<file path="config.mk">
export PLATFORM = sky130hd
export DESIGN_NAME = perceptron_uart_ctrl
export DESIGN_NICKNAME = d
export VERILOG_FILES = /design/src/rtl/perceptron_uart_ctrl.sv
export SDC_FILE = /design/constraint.sdc
export NUM_CORES = 1
export LEC_CHECK = 0
export BUFFER_PORTS_ARGS = -buffer_cell sky130_fd_sc_hd__buf_2
export CORE_MARGIN = 5
export CORE_UTILIZATION = 40
export CTS_CLUSTER_DIAMETER = 80
export DETAILED_ROUTE_END_ITERATION = 6
export SYNTH_ARGS = -nofsm -noshare
export SYNTH_HDL_FRONTEND = slang
export SYNTH_SLANG_ARGS = --single-unit
</file>
<file path="constraint.sdc">
create_clock -name clk -period 3.8 [get_ports clk]
set_input_delay 0.76 -clock clk [delete_from_list [all_inputs] [get_ports clk]]
set_output_delay 0.76 -clock clk [all_outputs]
set_load 0.03 [all_outputs]
</file>
<file path="src/rtl/perceptron_uart_ctrl.sv">
// Command sequencer between the UART byte stream and the perceptron core:
// loads weights/inputs, launches an evaluation and returns result/ACK/error bytes.
//
// state    | meaning
// IDLE     | waiting for a command byte
// LOAD_W   | receiving N_INPUTS weights then the bias
// LOAD_X   | receiving N_INPUTS inputs
// ACK      | sending 0x06 once the transmitter is free
// START    | one-cycle evaluate request to the core
// WAIT_NN  | waiting for the core's done strobe
// SEND     | sending last_result once the transmitter is free
// ERR      | sending 0x3F once the transmitter is free
module perceptron_uart_ctrl #(
  parameter int fp_integer_width = 4,
  parameter int fp_fract_width   = 4,
  parameter int N_INPUTS         = 2,
  parameter int TIMEOUT_CYCLES   = 120000
) (
  input  logic                                     clk,
  input  logic                                     rst_n,
  input  logic [7:0]                               rx_data,
  input  logic                                     rx_valid,
  output logic [7:0]                               tx_data,
  output logic                                     tx_start,
  input  logic                                     tx_busy,
  output logic                                     wr_en,
  output logic                                     wr_sel,
  output logic [3:0]                               wr_addr,
  output logic [fp_integer_width+fp_fract_width-1:0] wr_data,
  output logic                                     nn_start,
  input  logic                                     nn_done,
  input  logic [fp_integer_width+fp_fract_width-1:0] nn_result,
  output logic                                     busy
);

  localparam int WORD = fp_integer_width + fp_fract_width;
  localparam int TW   = $clog2(TIMEOUT_CYCLES + 1);
  localparam logic [TW-1:0] TIMER_LAST = TW'(TIMEOUT_CYCLES - 1);
  localparam logic [3:0]    LAST_W     = 4'(N_INPUTS);
  localparam logic [3:0]    LAST_X     = 4'(N_INPUTS - 1);

  typedef enum logic [2:0] {
    IDLE, LOAD_W, LOAD_X, ACK, START, WAIT_NN, SEND, ERR
  } state_t;

  state_t          state, state_d;
  logic [3:0]      idx, idx_d;
  logic [TW-1:0]   timer, timer_d;
  logic [WORD-1:0] last_result, last_result_d;
  logic            wr_en_d, wr_sel_d, nn_start_d, tx_start_d;
  logic [3:0]      wr_addr_d;
  logic [WORD-1:0] wr_data_d;
  logic [7:0]      tx_data_d;

  always_ff @(posedge clk or negedge rst_n) begin
    if (!rst_n) begin
      state       <= IDLE;
      idx         <= '0;
      timer       <= '0;
      last_result <= '0;
      wr_en       <= 1'b0;
      wr_sel      <= 1'b0;
      wr_addr     <= '0;
      wr_data     <= '0;
      nn_start    <= 1'b0;
      tx_start    <= 1'b0;
      tx_data     <= '0;
    end else begin
      state       <= state_d;
      idx         <= idx_d;
      timer       <= timer_d;
      last_result <= last_result_d;
      wr_en       <= wr_en_d;
      wr_sel      <= wr_sel_d;
      wr_addr     <= wr_addr_d;
      wr_data     <= wr_data_d;
      nn_start    <= nn_start_d;
      tx_start    <= tx_start_d;
      tx_data     <= tx_data_d;
    end
  end

  // Pulses are registered, so each lands one cycle after the decision; this keeps
  // the last write strobe clear of the following nn_start or ACK tx_start.
  always_comb begin
    state_d       = state;
    idx_d         = idx;
    timer_d       = timer;
    last_result_d = last_result;
    wr_en_d       = 1'b0;
    wr_sel_d      = wr_sel;
    wr_addr_d     = wr_addr;
    wr_data_d     = wr_data;
    nn_start_d    = 1'b0;
    tx_start_d    = 1'b0;
    tx_data_d     = tx_data;

    case (state)
      IDLE: begin
        timer_d = '0;
        if (rx_valid) begin
          idx_d = '0;
          case (rx_data)
            8'h57:   state_d = LOAD_W;
            8'h58:   state_d = LOAD_X;
            8'h52:   state_d = SEND;
            default: state_d = ERR;
          endcase
        end
      end
      LOAD_W, LOAD_X: begin
        if (rx_valid) begin
          timer_d   = '0;
          wr_en_d   = 1'b1;
          wr_sel_d  = (state == LOAD_X);
          wr_addr_d = idx;
          wr_data_d = rx_data;
          idx_d     = idx + 4'd1;
          if (state == LOAD_W && idx == LAST_W) state_d = ACK;
          if (state == LOAD_X && idx == LAST_X) state_d = START;
        end else if (timer == TIMER_LAST) begin
          timer_d = '0;
          state_d = ERR;
        end else begin
          timer_d = timer + 1'b1;
        end
      end
      ACK: begin
        if (!tx_busy) begin
          tx_start_d = 1'b1;
          tx_data_d  = 8'h06;
          state_d    = IDLE;
        end
      end
      START: begin
        nn_start_d = 1'b1;
        state_d    = WAIT_NN;
      end
      WAIT_NN: begin
        if (nn_done) begin
          last_result_d = nn_result;
          state_d       = SEND;
        end
      end
      SEND: begin
        if (!tx_busy) begin
          tx_start_d = 1'b1;
          tx_data_d  = last_result;
          state_d    = IDLE;
        end
      end
      ERR: begin
        if (!tx_busy) begin
          tx_start_d = 1'b1;
          tx_data_d  = 8'h3F;
          state_d    = IDLE;
        end
      end
      default: state_d = IDLE;
    endcase
  end

  assign busy = (state != IDLE);

endmodule

</file>
==> summary.md, run 1 <==
| Metric | Value |
|---|---|
| Routed vias | `2,056` |
| First-pass GRT wire length | `approximately 9.3 mm` |
| Number of flops mapped to enable cells by yosys | `0` |
| Critical path startpoint | `state[0]$_DFFE_PN0P_` |
| GPL Wtd Cong | `about 0.8` |
| Proportion of layout cells with a drive suffix above 1 | `between 20% and 30%` |
| Min-delay src | `wr_addr[3]$_DFFE_PN0P_` |
| Synth top area share | `52.6%` |
| Status | `finished, final reports clean` |
| I/O pins | `46` |
| WP data required | `approximately 4000 ps` |
| Final core occ | `between 40% and 50%` |
| Top FF cell, synth | `dfrtp_1` |
| Least-Margin Pin Slew | `~760 ps` |
| Setup Total Neg Slack | `0 ps` |
| Power per cell area | `approximately 750 nW/µm²` |
| Die width | `about 92 µm` |
| Vias in the first global route | `slightly below 2k` |
| P_leak | `~1.5 nW` |
| Clock transition at path regs | `around 100 ps` |
| Type of the worst setup path | `reg -> reg` |
| Routed len/inst | `about 13 µm` |
| Fin crit share | `roughly three quarters` |
| Synthesis Warnings | `0` |
| Async S/R FF share, synth | `100%` |
| Sequential-to-total area share from yosys stat | `between 50% and 60%` |
| Final net count | `~350` |
| Number of setup buffers added after CTS | `0` |
| Cells after DPL | `approximately 390` |
| Min-delay worst type | `reg -> reg` |
| Final setup fails | `0` |
| Final Hold Vio Count | `0` |
| Most common library cells after synthesis | `nand2_1 (60), dfrtp_1 (56), nor2_1 (33)` |
| Core area | `6420 µm²` |
| Mean Syn Cell Area | `between 9 and 10 µm²` |
| Initial antenna violation count | `0` |
| Area delta synth->final | `14.5%` |
| Clk_lat worst skew | `310 ps` |
| RSZ-0062 raised after global routing | `false` |
| Fmax | `350 MHz` |
| Num rows | `29` |
| CTS root buffer | `clkbuf_8` |
| 1st-iter DRT viols | `83` |
| Vias per std cell | `5.14` |
| PostCTS Resize Cnt | `0` |
| Port Buffers | `45` |
| Setup Skew | `between 8 and 9 ps` |
| Initial Util | `a little over 40%` |
| Switch Pwr | `approximately 1.0 mW` |
| Sink Count | `between 50 and 60` |
| Max Transition Viols Final | `0` |
| Die area | `8400 µm²` |
| Max Root-Sink Buffers | `2` |
| Non-filler cells in the finished layout | `400` |
| Die H | `between 90 and 100 µm` |
| Synth area leader | `dfrtp_1` |
| # hold bufs at CTS | `0` |
| Clock share of power | `roughly 15%` |
| Global route overflow | `0` |
| Post-Route WL | `around 5.4 mm` |
| Startpoint Class | `flip-flop` |
| Total of max-cap violations | `0` |
| Post-Syn Nets | `304` |
| Slew HR | `49.6%` |
| Initial DRT Pass Iterations | `4` |
| CP Data Arrival Time | `approximately 3000 ps` |
| H-tree depth | `2` |
| Top cells by area, synth | `dfrtp_1 (53%), nand2_1 (8.4%), nor2_1 (4.6%)` |
| Register bit total from synthesis | `56` |
| Final worst path period need | `2860 ps` |
| Count leader, synth | `nand2_1` |
| Crit path max fanout | `24` |
| All-Layer GR Usage | `13.6%` |
| Antenna-violating nets left | `0` |
| DPL Wire Length | `3.85 mm` |
| CP Capture Type | `flip-flop` |
| Sequential Power Share | `around two fifths` |
| Drt drc | `0` |
| Peak VDD IR | `348 µV` |
| CTS tree | `yes` |
| Mapped Area | `~2700 µm²` |
| Largest net degree at the start of global routing | `32` |
| Post-route cell area | `3050 µm²` |
| N_diodes | `0` |
| Cell count after synthesis | `~280` |
| Combinational Power Share | `a little over two fifths` |
| Worst flop-to-flop path startpoint | `state[0]$_DFFE_PN0P_` |
| Total Power | `~2.3 mW` |
| Post-synth cell types | `between 40 and 50` |
| Switch share | `between 40% and 50%` |
| Placement-stage cell area | `between 2000 and 3000 µm²` |
| TritonCTS buffer count | `5` |
| Int Pwr | `between 1 and 1.5 mW` |
[layer usage]
layer,track usage (%),up-vias,share of wire (%)
met2,20.5,38,44
li1,-,1023,-
met3,3.68,4,4.7
met4,4.52,0,0.74
met5,0,-,0
met1,18.9,991,50
[cell families after synthesis]
| family | Yosys count | share of synthesized area, % |
|---|---|---|
| mux | 11 | 4.69 |
| compound gates | 37 | 8.07 |
| simple gates | 137 | 24.7 |
| fa+ha+maj | 4 | 1.88 |
| buf+inv | 17 | 2.49 |
| xor+xnor | 17 | 5.58 |
| flops | 56 | 52.6 |
[power groups by stage]
| stage | Clock, mW | Combinational (mW) | Sequential [mW] |
|---|---|---|---|
| floorplan | 0 | 0.602 | 1.11 |
| global placement | 0 | 1.00 | 0.968 |
| detailed placement | 0 | 1.02 | 0.976 |
| CTS | 0.350 | 1.02 | 0.964 |
| global route | 0.377 | 1.12 | 0.994 |
| finish | 0.336 | 1.00 | 0.963 |
[critical path, stage by stage (launching register included)]
cell and delay, ps:
dfrtp_1 850, xnor2_1 170, or3b_1 660, inv_2 300, o311ai_0 260, nand4b_4 200, mux2_4 300
[area by class of cell]
type                            count  area (µm²)
Multi-Input combinational cell    206        1200
Clock buffer                        6        82.6
Timing Repair Buffer               47         240
Sequential cell                    56        1400
Tap cell                           77        96.3
Fill cell                         629        3370
Clock inverter                      2        10.0
Inverter                            6        22.5
[layout by cell type, fill, tap and decap left out, types with 2 or more instances in the layout]
| cell type | Yosys | layout |
|---|---|---|
| a21oi_1 | 7 | 7 |
| a31oi_1 | 4 | 4 |
| and3_1 | 5 | 5 |
| buf_2 | 2 | 45 |
| buf_4 | 0 | 2 |
| clkbuf_8 | 0 | 6 |
| clkinv_2 | 0 | 2 |
| dfrtp_1 | 56 | 56 |
| ha_1 | 4 | 4 |
| inv_1 | 5 | 5 |
| mux2_2 | 8 | 8 |
| mux2i_1 | 2 | 2 |
| nand2_1 | 60 | 60 |
| nand2b_1 | 3 | 3 |
| nand3_1 | 7 | 7 |
| nand3b_1 | 3 | 3 |
| nand4_1 | 5 | 5 |
| nor2_1 | 33 | 33 |
| nor2b_1 | 2 | 2 |
| nor3_1 | 5 | 5 |
| nor3b_1 | 2 | 2 |
| nor4b_1 | 2 | 2 |
| o21ai_0 | 18 | 18 |
| o22a_1 | 2 | 2 |
| xnor2_1 | 7 | 7 |
| xor2_1 | 10 | 10 |
[through the flow]
stage          worst slack [ps]  hold WS (ps)
2_1_floorplan              1620           460
3_3_place_gp               1050           463
3_5_place_dp               1000           461
4_1_cts                     987           484
5_1_grt                     779           504
6_report                    942           474
[registers in the layout, indices dropped and copies added (netlist names)]
name,cells
tx_start,1
timer,17
wr_addr,4
wr_en,1
nn_start,1
idx,4
wr_data,8
last_result,8
state,3
wr_sel,1
tx_data,8
[final timing paths]
kind                       cells after the start                endpoint  slack [ps]
min                                            2  wr_addr[3]$_DFFE_PN0P_         470
min reg2reg                                    2  wr_addr[3]$_DFFE_PN0P_         470
min in group asynchronous                      1  wr_data[4]$_DFFE_PN0P_         480
max reg2reg                                    6    state[1]$_DFFE_PN0P_         940
max in group asynchronous                      2    timer[3]$_DFFE_PN0P_        2520
max                                            6    state[1]$_DFFE_PN0P_         940
Note: power is estimated with default switching activity, not from simulation.
==> inputs of run 2 (changes only) <==
==> constraint.sdc (replaced) <==
create_clock -name clk -period 2.35 [get_ports clk]
set_input_delay 0.47 -clock clk [delete_from_list [all_inputs] [get_ports clk]]
set_output_delay 0.47 -clock clk [all_outputs]
set_load 0.03 [all_outputs]
==> run 2 against run 1 <==
Worst hold slack got worse by 360 ps. Largest cell class unchanged. Final area rose by 2.7%. Non-clock buffer count rose by 9. Clock skew rose by 3.8 ps. Critical endpoint unchanged. Critical path type unchanged. Register-to-register slack got worse by 780 ps. Critical path depth did not move.
==> summary.md, run 2 (synthesized netlist as in run 1, its figures left out) <==
| Metric | Value |
|---|---|
| Status | `finished, final reports clean` |
| CP Capture Type | `flip-flop` |
| Die area | `8400 µm² (unchanged)` |
| Clk_lat worst skew | `310 ps (about the same)` |
| DPL Wire Length | `3.96 mm (+3.0%)` |
| Routed len/inst | `13.4 µm (-0.56%)` |
| GPL Wtd Cong | `0.721 (-10%)` |
| Proportion of layout cells with a drive suffix above 1 | `23.6% (+2.2 points)` |
| Total of max-cap violations | `0 (unchanged)` |
| Reg2Reg Setup Slack | `160 ps (-780 ps)` |
| Initial DRT Pass Iterations | `4 (unchanged)` |
| Die H | `91.6 µm (unchanged)` |
| Die width | `91.6 µm (unchanged)` |
| Cells after DPL | `401 (+2.3%)` |
| Clock transition at path regs | `100 ps (about the same)` |
| Slew HR | `58.2% (+8.6 points)` |
| Most frequent cells in the layout | `nand2_1 (60), dfrtp_1 (56), buf_2 (45), nor2_1 (33), o21ai_0 (18)` |
| Multi-input logic area | `1200 µm² (+0.42%)` |
| Non-filler cells in the finished layout | `408 (+2.0%)` |
| Filler Cells Inserted | `619 (-1.6%)` |
| All-Layer GR Usage | `13.8% (+0.19 points)` |
| Antenna-violating nets left | `0 (unchanged)` |
| Vias in the first global route | `1,984 (+0.40%)` |
| WP data required | `2560 ps (-1440 ps)` |
| Register area | `1400 µm² (unchanged)` |
| Port Buffers | `45 (unchanged)` |
| Startpoint Class | `flip-flop` |
| Routed vias | `2,048 (-0.39%)` |
| Max Root-Sink Buffers | `2 (unchanged)` |
| Biggest register | `timer` |
| RSZ-0062 raised after global routing | `false` |
| Worst flop-to-flop path startpoint | `timer[0]$_DFFE_PN0P_` |
| Power per cell area | `1230 nW/µm² (+63%)` |
| Critical path startpoint | `timer[0]$_DFFE_PN0P_` |
| P_leak | `1.53 nW (+3.2%)` |
| Global route overflow | `0 (unchanged)` |
| Final Hold Vio Count | `0 (unchanged)` |
| Setup Total Neg Slack | `0 ps (unchanged)` |
| Core area | `6420 µm² (unchanged)` |
| Crit path max fanout | `6 (-75%)` |
| N_diodes | `0 (unchanged)` |
| Final worst path period need | `2190 ps (-670 ps)` |
| Num rows | `29 (unchanged)` |
| Setup Skew | `12.0 ps (+3.76 ps)` |
| Area delta synth->final | `17.6%` |
| Min-delay worst type | `in -> async` |
| Max Transition Viols Final | `0 (unchanged)` |
| First-pass GRT wire length | `9.49 mm (+1.9%)` |
| CTS tree | `yes` |
| Type of the worst setup path | `reg -> reg` |
| Fmax | `457 MHz (+31%)` |
| H-tree depth | `2 (unchanged)` |
| Initial Util | `41.5% (unchanged)` |
| Drt drc | `0 (unchanged)` |
| Final setup fails | `0 (unchanged)` |
| Sink Count | `56 (unchanged)` |
| Least-Margin Pin Slew | `621 ps (-135 ps)` |
| Commonest non-fill, non-tap cell in the layout | `nand2_1` |
| Fin crit share | `93.1% (+18 points)` |
| Peak VDD IR | `580 µV (+67%)` |
| 1st-iter DRT viols | `118 (+42%)` |
| Max reg flops | `17 (unchanged)` |
| Final net count | `356 (+2.6%)` |
| I/O pins | `46 (unchanged)` |
| CP Data Arrival Time | `2400 ps (-660 ps)` |
| Initial antenna violation count | `0 (unchanged)` |
| TritonCTS buffer count | `5 (unchanged)` |
| CTS root buffer | `clkbuf_8` |
| Largest net degree at the start of global routing | `35 (+9.4%)` |
| Post-Route WL | `5.47 mm (+1.4%)` |
| Total Power | `3.85 mW (+67%)` |
| Vias per std cell | `5.02 (-2.3%)` |
[run 2: cell count changes in the layout (fill, tap and decap cells not counted)]
cell / before / now
buf_4: 2 / 10
clkinv_2: 2 / 0
nor3b_2: 0 / 1
nor3b_1: 2 / 1
buf_12: 0 / 1
clkinv_4: 0 / 1
[run 2: critical path, stage by stage, from the launching register on]
cell and delay, ps:
dfrtp_1 390, ha_1 200, nand3_2 100, or4b_1 510
o31a_1 330, nand4b_4 230, mux2_4 320
[run 2: layout make-up]
class | instances | area share, %
tap | 77 | 3.07
multi-input combinational | 206 | 38.4
timing repair buffer | 56 | 10.2
sequential | 56 | 44.7
clock inverter | 1 | 0.279
inverter | 6 | 0.718
clock buffer | 6 | 2.63
[run 2: final timing paths]
check	endpoint	cells after the start
setup / recovery	state[1]$_DFFE_PN0P_	6
hold reg to reg	wr_addr[3]$_DFFE_PN0P_	2
min in group clk	wr_data[5]$_DFFE_PN0P_	3
max in group asynchronous	timer[9]$_DFFE_PN0P_	2
hold / removal	wr_data[4]$_DFFE_PN0P_	1
setup reg to reg	state[1]$_DFFE_PN0P_	6
[run 2: timing repair]
action	CTS	global route
setup endpoints to repair	0	1
resized for setup	0	1
hold buffers	0	0
setup buffers	0	0
[run 2: stage by stage]
step | setup slack (ps) | instance area, µm² | hold slack, ps | util [%]
after global placement | 220 | 3040 | 454 | 47.3
after CTS | 151 | 3130 | 135 | 48.7
after detailed placement | 164 | 3040 | 457 | 47.3
after floorplan | 271 | 2670 | 174 | -
final | 162 | 3140 | 113 | 48.8
after global routing | 53.7 | 3140 | 158 | 48.8
[run 2: routing by layer]
layer,up-vias,share of wire [%],GRT usage [%]
li1,1043,-,-
met3,7,5.5,2.95
met2,55,44,21.1
met1,943,49,19.3
met5,-,0,0
met4,0,1.3,4.90
[run 2: where the power goes]
group          switching (mW)  internal, mW
sequential              0.220          1.28
clock                   0.312         0.236
combinational            1.14         0.660
total                    1.67          2.17
==> inputs of run 3 (changes only) <==
==> constraint.sdc (replaced) <==
create_clock -name clk -period 2.4 [get_ports clk]
set_input_delay 0.48 -clock clk [delete_from_list [all_inputs] [get_ports clk]]
set_output_delay 0.48 -clock clk [all_outputs]
set_load 0.03 [all_outputs]
==> run 3 against run 2 <==
Final cell count did not move. Register-to-register slack improved by 40 ps. Combinational power fell by 3%. Largest cell class unchanged. Worst hold slack improved by 28 ps. Non-clock buffer count fell by 1. Setup slack improved by 41 ps. Clock skew fell by 1.0 ps.
==> summary.md, run 3 (synthesized netlist as in run 1, its figures left out) <==
| Metric | Value |
|---|---|
| All-Layer GR Usage | `13.6% (-0.20 points)` |
| CP Capture Type | `flip-flop` |
| Num rows | `29 (unchanged)` |
| Antenna-violating nets left | `0 (unchanged)` |
| Biggest register | `timer` |
| Type of the worst setup path | `reg -> reg` |
| Largest stage delay, worst path | `510 ps (about the same)` |
| Final core occ | `49.3% (+0.53 points)` |
| Vias per std cell | `5.09 (+1.4%)` |
| CTS root buffer | `clkbuf_8` |
| Core area | `6420 µm² (unchanged)` |
| TritonCTS buffer count | `5 (unchanged)` |
| Fmax | `455 MHz (-0.43%)` |
| I/O pins | `46 (unchanged)` |
| Filler Cells Inserted | `619 (unchanged)` |
| Die width | `91.6 µm (unchanged)` |
| Initial DRT Pass Iterations | `4 (unchanged)` |
| Initial antenna violation count | `0 (unchanged)` |
| Drt drc | `0 (unchanged)` |
| Global route overflow | `0 (unchanged)` |
| Port Buffers | `45 (unchanged)` |
| Routed vias | `2,077 (+1.4%)` |
| RSZ-0062 raised after global routing | `false` |
| Final worst slack | `203 ps (+40.5 ps)` |
| Max Root-Sink Buffers | `2 (unchanged)` |
| Register area | `1400 µm² (unchanged)` |
| Most frequent cells in the layout | `nand2_1 (60), dfrtp_1 (56), buf_2 (45), nor2_1 (33), o21ai_0 (18)` |
| First-pass GRT wire length | `9.45 mm (-0.36%)` |
| Clock transition at path regs | `100 ps (about the same)` |
| Slew HR | `59.8% (+1.7 points)` |
| Die area | `8400 µm² (unchanged)` |
| Proportion of layout cells with a drive suffix above 1 | `23.3% (-0.30 points)` |
| Crit path max-delay family | `simple AND/OR/NAND/NOR gates` |
| Final setup fails | `0 (unchanged)` |
| Total of max-cap violations | `0 (unchanged)` |
| CP Data Arrival Time | `2400 ps (about the same)` |
| Slowest cell on the critical path | `or4b_1` |
| H-tree depth | `2 (unchanged)` |
| Multi-input logic area | `1200 µm² (-0.42%)` |
| GPL Wtd Cong | `0.770 (+6.9%)` |
| Final net count | `355 (-0.28%)` |
| Area delta synth->final | `18.9%` |
| Sink Count | `56 (unchanged)` |
| P_leak | `1.55 nW (+0.86%)` |
| 1st-iter DRT viols | `120 (+1.7%)` |
| Final Hold Vio Count | `0 (unchanged)` |
| Die H | `91.6 µm (unchanged)` |
| Total Power | `3.96 mW (+2.9%)` |
| # hold bufs at CTS | `0 (unchanged)` |
| Initial Util | `41.5% (unchanged)` |
| Peak VDD IR | `544 µV (-6.1%)` |
| DP Worst Slack | `203 ps (+38.6 ps)` |
| Least-Margin Pin Slew | `595 ps (-26.4 ps)` |
| DPL Wire Length | `3.80 mm (-4.0%)` |
| Status | `finished, final reports clean` |
| Vias in the first global route | `1,970 (-0.71%)` |
| Setup Skew | `10.9 ps (-1.04 ps)` |
| Final worst path period need | `2200 ps (+9.45 ps)` |
| R2R depth | `6 (unchanged)` |
| Fin crit share | `91.6% (-1.5 points)` |
| Min-delay worst type | `in -> async` |
| Power per cell area | `1250 nW/µm² (+1.8%)` |
| Critical Path Stages | `6 (unchanged)` |
| Setup Total Neg Slack | `0 ps (unchanged)` |
| Number of setup buffers added after CTS | `0 (unchanged)` |
| Max Transition Viols Final | `0 (unchanged)` |
| Crit path max fanout | `6 (unchanged)` |
| PostCTS Resize Cnt | `0 (unchanged)` |
| Max reg flops | `17 (unchanged)` |
| CTS tree | `yes` |
| Largest net degree at the start of global routing | `57 (+63%)` |
| Commonest non-fill, non-tap cell in the layout | `nand2_1` |
| Buf/Inv on CP | `0 (unchanged)` |
| Clk_lat worst skew | `310 ps (about the same)` |
| Crit-path cells | `ha_1, nand3_2, or4b_1, o31a_1, nand4b_4, mux2_4` |
| Routed len/inst | `13.2 µm (-1.4%)` |
| Startpoint Class | `flip-flop` |
| Post-Route WL | `5.39 mm (-1.4%)` |
| WP data required | `2600 ps (+40 ps)` |
| N_diodes | `0 (unchanged)` |
[run 3: metal layers]
metal,track usage (%),up-vias,wire (µm)
met2,21.4,40,2430
li1,-,1041,-
met3,2.95,6,228
met1,18.7,990,2680
met4,4.15,0,58
met5,0,-,0
[run 3: final cells by class]
cell class / instances / area share, %
clock buffer: 5 / 2.17
tap: 77 / 3.04
clock inverter: 3 / 2.17
timing repair buffer: 55 / 9.87
inverter: 6 / 0.711
multi-input combinational: 206 / 37.8
sequential: 56 / 44.2
[run 3: power by group]
part,leakage (nW),switching [mW],internal [mW]
Sequential,0.726,0.225,1.25
Clock,0.0687,0.320,0.420
Combinational,0.751,1.10,0.642
[run 3: worst reg2reg max path, stage by stage (launching register included)]
cell and delay [ps]:
dfrtp_1 400, ha_1 210, nand3_2 100, or4b_1 510
o31a_1 330, nand4b_4 230, mux2_4 320
[run 3: per-stage QoR]
step                      std cells  cell area [µm²]  hold WS (ps)
after floorplan                 279             2670           184
after global placement          400             3030           455
after detailed placement        400             3030           457
after CTS                       408             3170           158
after global routing            408             3170           169
final                           408             3170           142
[run 3: final timing paths]
path	slack, ps	to	start
setup / recovery	200	state[1]$_DFFE_PN0P_	timer[0]$_DFFE_PN0P_
hold / removal	140	wr_data[4]$_DFFE_PN0P_	rst_n
setup reg to reg	200	state[1]$_DFFE_PN0P_	timer[0]$_DFFE_PN0P_
hold reg to reg	480	wr_addr[2]$_DFFE_PN0P_	wr_addr[2]$_DFFE_PN0P_
max in group asynchronous	2000	timer[3]$_DFFE_PN0P_	rst_n
min in group clk	370	wr_data[5]$_DFFE_PN0P_	rx_data[5]
